**src/rtl/rtc_disp_scan_if.sv**
```systemverilog
// ---------------------------------------------------------------------------
// rtc_disp_scan_if
// Bundle of the signals exchanged between the clock core / board side and the
// multiplexed 7-segment display driver.
//
// Signals
//   en      scan enable (core -> driver)
//   tick    one-cycle pulse per second, toggles the colon (core -> driver)
//   s_l .. h_m  six 7-bit active-high segment codes (core -> driver)
//   seg     shared segment bus (driver -> pins)
//   dp      colon / decimal-point segment (driver -> pins)
//   an      active-low one-hot digit enables (driver -> pins)
//   frame   one-cycle pulse at the start of each scan (driver -> core)
//
// Modports
//   master  the side that supplies codes and observes the pins
//   slave   the display driver itself
// ---------------------------------------------------------------------------
interface rtc_disp_scan_if;
   logic       en;
   logic       tick;
   logic [6:0] s_l;
   logic [6:0] s_m;
   logic [6:0] m_l;
   logic [6:0] m_m;
   logic [6:0] h_l;
   logic [6:0] h_m;
   logic [6:0] seg;
   logic       dp;
   logic [5:0] an;
   logic       frame;

   modport master (
      output en, tick, s_l, s_m, m_l, m_m, h_l, h_m,
      input  seg, dp, an, frame
   );

   modport slave (
      input  en, tick, s_l, s_m, m_l, m_m, h_l, h_m,
      output seg, dp, an, frame
   );
endinterface

```
**src/rtl/rtc_disp_scan.sv**
```systemverilog
// ---------------------------------------------------------------------------
// rtc_disp_scan
// Time-multiplexed driver for six 7-segment digits of the real-time clock.
// Each digit gets a slot of DIV cycles; the first BLANK cycles of every slot
// are blanked to avoid ghosting. All six codes are captured together at the
// start of a scan so one frame always shows a single consistent time.
//
// Parameters
//   DIV          clock cycles per digit slot (2 .. 2^20)
//   BLANK        blank cycles at the start of each slot (1 .. DIV-1)
//   SEG_ACT_LOW  invert seg and dp at the output register when 1
//
// Ports
//   i_clk   system clock, rising edge
//   i_rst   synchronous active-high reset
//   bus     rtc_disp_scan_if.slave: en, tick, six codes in; seg, dp, an,
//           frame out (all outputs registered, one cycle after the state)
// ---------------------------------------------------------------------------
module rtc_disp_scan #(
   parameter int DIV         = 50000,
   parameter int BLANK       = 500,
   parameter bit SEG_ACT_LOW = 1'b0
) (
   input  logic          i_clk,
   input  logic          i_rst,
   rtc_disp_scan_if.slave bus
);

   localparam int             CW        = $clog2(DIV);
   localparam logic [CW-1:0]  CNT_LAST  = CW'(DIV - 1);
   localparam logic [CW-1:0]  BLANK_END = CW'(BLANK);
   localparam logic [6:0]     SEG_POL   = {7{SEG_ACT_LOW}};

   logic [CW-1:0] r_cnt;
   logic [2:0]    r_slot;
   logic [6:0]    r_shadow [6];
   logic          r_colon;

   logic [6:0]    r_seg;
   logic          r_dp;
   logic [5:0]    r_an;
   logic          r_frame;

   logic          w_capture;
   logic          w_blank;
   logic          w_colonSlot;
   logic [6:0]    w_curCode;
   logic [5:0]    w_anSel;

   // A capture happens only at the very first cycle of a scan, so codes
   // never change part way through a frame.
   assign w_capture   = bus.en && (r_cnt == '0) && (r_slot == 3'd0);
   assign w_blank     = !bus.en || (r_cnt < BLANK_END);
   assign w_colonSlot = (r_slot == 3'd2) || (r_slot == 3'd4);
   assign w_anSel     = ~(6'b000001 << r_slot);

   // Select the held code for the slot currently being scanned; slot values
   // 6 and 7 never occur, the default only keeps the mux fully specified.
   always_comb begin
      w_curCode = 7'h00;
      case (r_slot)
         3'd0:    w_curCode = r_shadow[0];
         3'd1:    w_curCode = r_shadow[1];
         3'd2:    w_curCode = r_shadow[2];
         3'd3:    w_curCode = r_shadow[3];
         3'd4:    w_curCode = r_shadow[4];
         3'd5:    w_curCode = r_shadow[5];
         default: w_curCode = 7'h00;
      endcase
   end

   // Scan position, shadow capture, colon flag and the registered pin
   // outputs. The outputs are decoded from the state as it stands before
   // this edge, giving a uniform one-cycle latency for an/seg/dp/frame.
   // The colon toggles on tick regardless of en; reset overrides all.
   always_ff @(posedge i_clk) begin
      if (i_rst) begin
         r_cnt   <= '0;
         r_slot  <= 3'd0;
         r_colon <= 1'b1;
         for (int k = 0; k < 6; k++) begin
            r_shadow[k] <= 7'h00;
         end
         r_an    <= 6'b111111;
         r_seg   <= SEG_POL;
         r_dp    <= SEG_ACT_LOW;
         r_frame <= 1'b0;
      end else begin
         if (bus.tick) begin
            r_colon <= ~r_colon;
         end

         if (bus.en) begin
            if (r_cnt == CNT_LAST) begin
               r_cnt  <= '0;
               r_slot <= (r_slot == 3'd5) ? 3'd0 : r_slot + 3'd1;
            end else begin
               r_cnt  <= r_cnt + 1'b1;
            end
         end

         if (w_capture) begin
            r_shadow[0] <= bus.s_l;
            r_shadow[1] <= bus.s_m;
            r_shadow[2] <= bus.m_l;
            r_shadow[3] <= bus.m_m;
            r_shadow[4] <= bus.h_l;
            r_shadow[5] <= bus.h_m;
         end

         r_frame <= w_capture;

         if (w_blank) begin
            r_an  <= 6'b111111;
            r_seg <= SEG_POL;
            r_dp  <= SEG_ACT_LOW;
         end else begin
            r_an  <= w_anSel;
            r_seg <= w_curCode ^ SEG_POL;
            r_dp  <= (r_colon && w_colonSlot) ^ SEG_ACT_LOW;
         end
      end
   end

   assign bus.an    = r_an;
   assign bus.seg   = r_seg;
   assign bus.dp    = r_dp;
   assign bus.frame = r_frame;

endmodule

```
**src/flat_wrapper.sv**
```systemverilog
// flat-port wrapper written by rule: the top's interface ports become plain ports
module rtc_disp_scan_flat 
#(
   parameter int DIV         = 50000,
   parameter int BLANK       = 500,
   parameter bit SEG_ACT_LOW = 1'b0
)
  (i_clk, i_rst, bus_en, bus_tick, bus_s_l, bus_s_m, bus_m_l, bus_m_m, bus_h_l, bus_h_m, bus_seg, bus_dp, bus_an, bus_frame);
  rtc_disp_scan_if bus_i ();
  input  logic i_clk;
  input  logic i_rst;
  input wire logic [$bits(bus_i.en)-1:0] bus_en;
  input wire logic [$bits(bus_i.tick)-1:0] bus_tick;
  input wire logic [$bits(bus_i.s_l)-1:0] bus_s_l;
  input wire logic [$bits(bus_i.s_m)-1:0] bus_s_m;
  input wire logic [$bits(bus_i.m_l)-1:0] bus_m_l;
  input wire logic [$bits(bus_i.m_m)-1:0] bus_m_m;
  input wire logic [$bits(bus_i.h_l)-1:0] bus_h_l;
  input wire logic [$bits(bus_i.h_m)-1:0] bus_h_m;
  output wire logic [$bits(bus_i.seg)-1:0] bus_seg;
  output wire logic [$bits(bus_i.dp)-1:0] bus_dp;
  output wire logic [$bits(bus_i.an)-1:0] bus_an;
  output wire logic [$bits(bus_i.frame)-1:0] bus_frame;
  assign bus_i.en = bus_en;
  assign bus_i.tick = bus_tick;
  assign bus_i.s_l = bus_s_l;
  assign bus_i.s_m = bus_s_m;
  assign bus_i.m_l = bus_m_l;
  assign bus_i.m_m = bus_m_m;
  assign bus_i.h_l = bus_h_l;
  assign bus_i.h_m = bus_h_m;
  assign bus_seg = bus_i.seg;
  assign bus_dp = bus_i.dp;
  assign bus_an = bus_i.an;
  assign bus_frame = bus_i.frame;
  rtc_disp_scan #(.DIV(DIV), .BLANK(BLANK), .SEG_ACT_LOW(SEG_ACT_LOW)) u_core (.i_clk(i_clk), .i_rst(i_rst), .bus(bus_i));
endmodule
```
**config.mk**
```make
export PLATFORM = sky130hd
export DESIGN_NAME = rtc_disp_scan_flat
export DESIGN_NICKNAME = d
export VERILOG_FILES = /design/src/rtl/rtc_disp_scan_if.sv /design/src/rtl/rtc_disp_scan.sv /design/src/flat_wrapper.sv
export SDC_FILE = /design/constraint.sdc
export NUM_CORES = 1
export LEC_CHECK = 0
export BUFFER_PORTS_ARGS = -buffer_cell sky130_fd_sc_hd__clkbuf_2
export CORE_AREA = 2 2 115 72
export DETAILED_ROUTE_END_ITERATION = 10
export DIE_AREA = 0 0 117 74
export GPL_ROUTABILITY_DRIVEN = 0
export MAX_ROUTING_LAYER = met4
export PLACE_DENSITY = 0.67
export SYNTH_ARGS = -nofsm -noshare
export SYNTH_HDL_FRONTEND = slang
export SYNTH_SLANG_ARGS = --single-unit
```
**constraint.sdc**
```tcl
create_clock -name i_clk -period 12.3 [get_ports i_clk]
set_clock_uncertainty 0.2 [all_clocks]
set_input_delay 1.845 -clock i_clk [delete_from_list [all_inputs] [get_ports i_clk]]
set_output_delay 1.845 -clock i_clk [all_outputs]
set_load 0.02 [all_outputs]
```
======== Word-level counts from Yosys, hierarchy flattened ========
Memory sizes are Yosys's and may differ from the RTL's.
Index checks and enable logic that the tools add are counted.
cells by class
  reduce and logical (&&, ||, !) cells .... 10
  magnitude comparators ................... 1
  add/subtract/negate cells ............... 2
  bitwise logic cells ..................... 8
  shift-type cells ........................ 1
  mux-type cells .......................... 14
  equal/unequal tests ..................... 6
operators with widths
  cell                                                  count
  two-way mux 7 bit                                     6
  one-hot mux 7 bit (6 select lines)                    1
  adder 16 x 1 -> 16 bit (second input constant)        1
  == test 16 bit (second input constant)                1
  logical NOT 16 bit                                    1
  < comparator 16 x 9 -> 1 bit (second input constant)  1
  two-way mux 16 bit                                    1
  == test 3 x 2 -> 1 bit (second input constant)        2
  == test 3 bit (second input constant)                 2
  inverter 6 bit                                        1
  OR 1 bit                                              6
  left shift 1 x 3 -> 6 bit (first input constant)      1
  two-way mux 1 bit                                     5
  adder 3 x 1 -> 3 bit (second input constant)          1
  == test 3 x 1 -> 1 bit (second input constant)        1
  logical AND 1 bit                                     3
  logical NOT 3 bit                                     1
  two-way mux 3 bit                                     1
  logical OR 1 bit                                      2
  AND reduction 2 bit                                   1
  OR reduction 2 bit                                    1
  logical NOT 1 bit                                     1
  inverter 1 bit                                        1
word-level totals
  word-level logic and storage cells ...... 50
  memories ................................ 1
  flip-flop bits (word level) ............. 35
  input port bits ......................... 46
  output and inout port bits .............. 15
  bits in writable memories ............... 42
memory list
  name             depth  width  read ports  clocked after memory_dff  wr ports  line                 source
  u_core.r_shadow  6      7      6           0                         6         rtc_disp_scan.sv:36  logic [6:0] r_shadow [6];

======== Logic depth before layout (Yosys ltp) ========
  depth in word-level cells ............... 7
  mapped depth ............................ 8
  gate-level depth less buffers ........... 6

======== Worst setup path before layout ========
Ideal clock, no wire load.
  path kind ............................... input to register
  start point ............................. in bus_en
  end point ............................... mem u_core.r_shadow[0][0], enable pin
  path buffers ............................ 1
  path slack .............................. 6194 ps
  arrival time ............................ 5402 ps
  cell stages on the path ................. 3
  required time ........................... 11595 ps
  library setup time ...................... 505 ps
  path through ............................ buf_2 > nand4_1 > o31ai_1
RTL lines
  element      line                 source
  from (decl)  flat_wrapper.sv:12   input wire logic [$bits(bus_i.en)-1:0] bus_en;
  to (decl)    rtc_disp_scan.sv:36

==> qor.csv <==
metric,value,unit
grt_antenna_before_repair,0,
seqPwrFrac,47.4,%
maxSlewViolCount,0,
share_of_yosys_cell_area_claimed_by_the_top_area_cell_type,37.7,%
path_delay_family,buffers and inverters,
dieHeight,74,um
core_region_area,7660,um^2
timing.critical_path.from_type,input pin,
grt_setup_unrepaired,no,
layout.filler_cells,682,
post-route-period-util,26.8,%
synth_async_sr_flop_share,0,%
worst-endpoint-arrival,3080,ps
comb_power_share,5.1,%
mapped_nets,332,
clock_power_share,47.5,%
grt_usage,17.5,%
power_density,153,nW/um^2
clock_root_cell,clkbuf_16,
buffer_ports.inserted,60,
globalRouteOverflowTotal,0,
final_number_of_setup_violating_endpoints,0,
type_of_the_worst_setup_path,in -> reg,
number_of_synthesized_flops_with_an_enable_pin,42,
worstPathRequired,12080,ps
critPathMaxStageDelay,480,ps
routed-via-count,2216,
largest_net_degree_at_the_start_of_global_routing,44,
die_boundary_width,117,um
worstPathCellList,"clkbuf_2, nand4_1, o31ai_4, buf_4",
yosys.area.top_type,edfxtp_1,
grt_pass1_vias,2120,
initial_utilization,43.6,%
outcome,"finished, final reports clean",
drt-pass1-iter-count,5,
synth_cells,283,
ctsHtreeMaxLevel,3,
leakagePower,1.58,nW
cts_tree,yes,
timing.max_cap.violations,0,
timing.critical_path.slowest_stage_cell,buf_4,
tightestPinTransition,688,ps
ant_nets,0,
cts-hold-fix-buffers,0,
area_occupied_by_multi_input_gates,1270,um^2
die_area,8660,um^2
critical_path.max_fanout,42,
cts-resized-gates,0,
period_needed,3300,ps
clk_transition_reported_paths,60,ps
worst_hold_slack,312,ps
top_level_ports,61,
postSynthRegisterBits,77,
post_cts.repair.setup_buffers,0,
drive_above_1_share,26.2,%
cts-root-to-sink-buffers,2,
post_drt_via_cell_ratio,4.87,
fmax,303,MHz
totalNegativeSetupSlack,0,ps
slew_headroom,54.1,%
yosysSeqAreaShare,58.7,%
drtIter0Drc,171,
routed_wirelength,6530,um
num-nets-final,391,
yosys-top-cells-count,"and2_1, edfxtp_1, dfxtp_1, nor2_1, nand2_1",
detail_route.drc_violations,0,
hp-class,reg -> reg,
worst_setup_path_end_kind,flop,
power.internal,502,uW
psw,119,uW
antenna_cells_inserted,0,
post_drt_wl_per_cell,14.3,um
clkLatencyLatePin,340,ps
grt_pass1_wl,10600,um
seq_area,1960,um^2
synth.distinct_cells,46,
netlist_area,3340,um^2
synth-main-ff-cell,edfxtp_1,
synthesis.area_per_instance,11.8,um^2
synthesis.yosys.warnings,0,
switching_share,19.1,%
cts_inserted_buffers,9,
numClockSinks,77,
rows,25,
dp.final_hpwl,4690,um
area_growth_syn_to_layout,21.2,%
timing.final.hold_violations,0,
yosys-top-cells-area,"edfxtp_1, dfxtp_1, and2_1",
worst_ir_drop_vdd,72.1,uV
worst-path-buf-inv,2,
==> state kept, by name, indices dropped and copies added (netlist names) <==
register / count
u_core.bus.seg: 7
u_core.bus.frame: 1
u_core.r_colon: 1
u_core.r_shadow: 42
u_core.r_slot: 3
u_core.bus.dp: 1
u_core.r_cnt: 16
u_core.bus.an: 6
==> worst reg2reg max path, stage by stage (launching register included) <==
cell	delay [ps]
dfxtp_1	520
nor3_2	420
nand2_1	220
o31ai_4	200
buf_4	480
==> kinds of logic (layout without fill, tap and decap cells) <==
group,count (synthesis),after routing,synth area share (%)
compound gates,32,32,6.85
simple gates,123,123,21.9
xor+xnor,16,16,4.19
fa+ha+maj,3,3,1.12
mux,10,10,3.59
flops,77,77,58.7
buf+inv,22,86,3.59
==> path summary, 6_finish.rpt <==
| check | to | slack (ps) | depth (start not counted) | from |
|---|---|---|---|---|
| worst min register to register | u_core.r_colon$_SDFFE_PP1P_ | 310 | 2 | u_core.r_colon$_SDFFE_PP1P_ |
| worst max-delay path | u_core.r_shadow[0][14]$_SDFFCE_PN0P_ | 9000 | 4 | bus_en |
| worst max register to register | u_core.r_shadow[0][14]$_SDFFCE_PN0P_ | 9880 | 4 | u_core.r_slot[2]$_SDFFE_PP0P_ |
| worst min-delay path | u_core.r_colon$_SDFFE_PP1P_ | 310 | 2 | u_core.r_colon$_SDFFE_PP1P_ |
==> cells in the final DEF (no fill, tap or decap), types with 9 or more instances in the layout <==
cell type,Yosys,final
a21oi_1,9,9
nor2_1,24,24
and2_1,42,42
nand2_1,12,12
clkbuf_16,0,9
dfxtp_1,35,35
nand4_1,9,9
clkbuf_2,0,60
edfxtp_1,42,42
==> metrics by stage <==
stage               util, %  setup slack [ps]  cells  total power [mW]  instance area [um^2]
finish                 52.8              9000    455             0.620                  4050
detailed placement     48.5              8640    439             0.332                  3720
global route           52.8              8890    455             0.644                  4050
CTS                    52.8              9000    455             0.628                  4050
floorplan                 -              6190    283             0.320                  3340
global placement       48.5              8680    439             0.330                  3720
==> metal layers <==
layer,GRT usage [%],share of wire (%),vias up
li1,-,-,1133
met1,25.4,53,1013
met2,21.9,40,64
met3,5.70,5.5,6
met4,7.84,0.96,0
met5,-,0,-
==> power groups by stage <==
| stage | Sequential [mW] | Combinational [mW] | Clock [mW] |
|---|---|---|---|
| after CTS | 0.294 | 0.0323 | 0.301 |
| after floorplan | 0.299 | 0.0206 | 0 |
| after global placement | 0.299 | 0.0315 | 0 |
| final | 0.294 | 0.0317 | 0.295 |
| after detailed placement | 0.300 | 0.0321 | 0 |
| after global routing | 0.295 | 0.0353 | 0.313 |
==> area by class of cell <==
class,instances,area share (%)
clock buffer,11,5.75
clock inverter,5,2.47
inverter,8,0.742
multi-input combinational,184,31.5
sequential,77,48.5
tap,108,3.34
timing repair buffer,62,7.79
(Power assumes the default switching activity.)
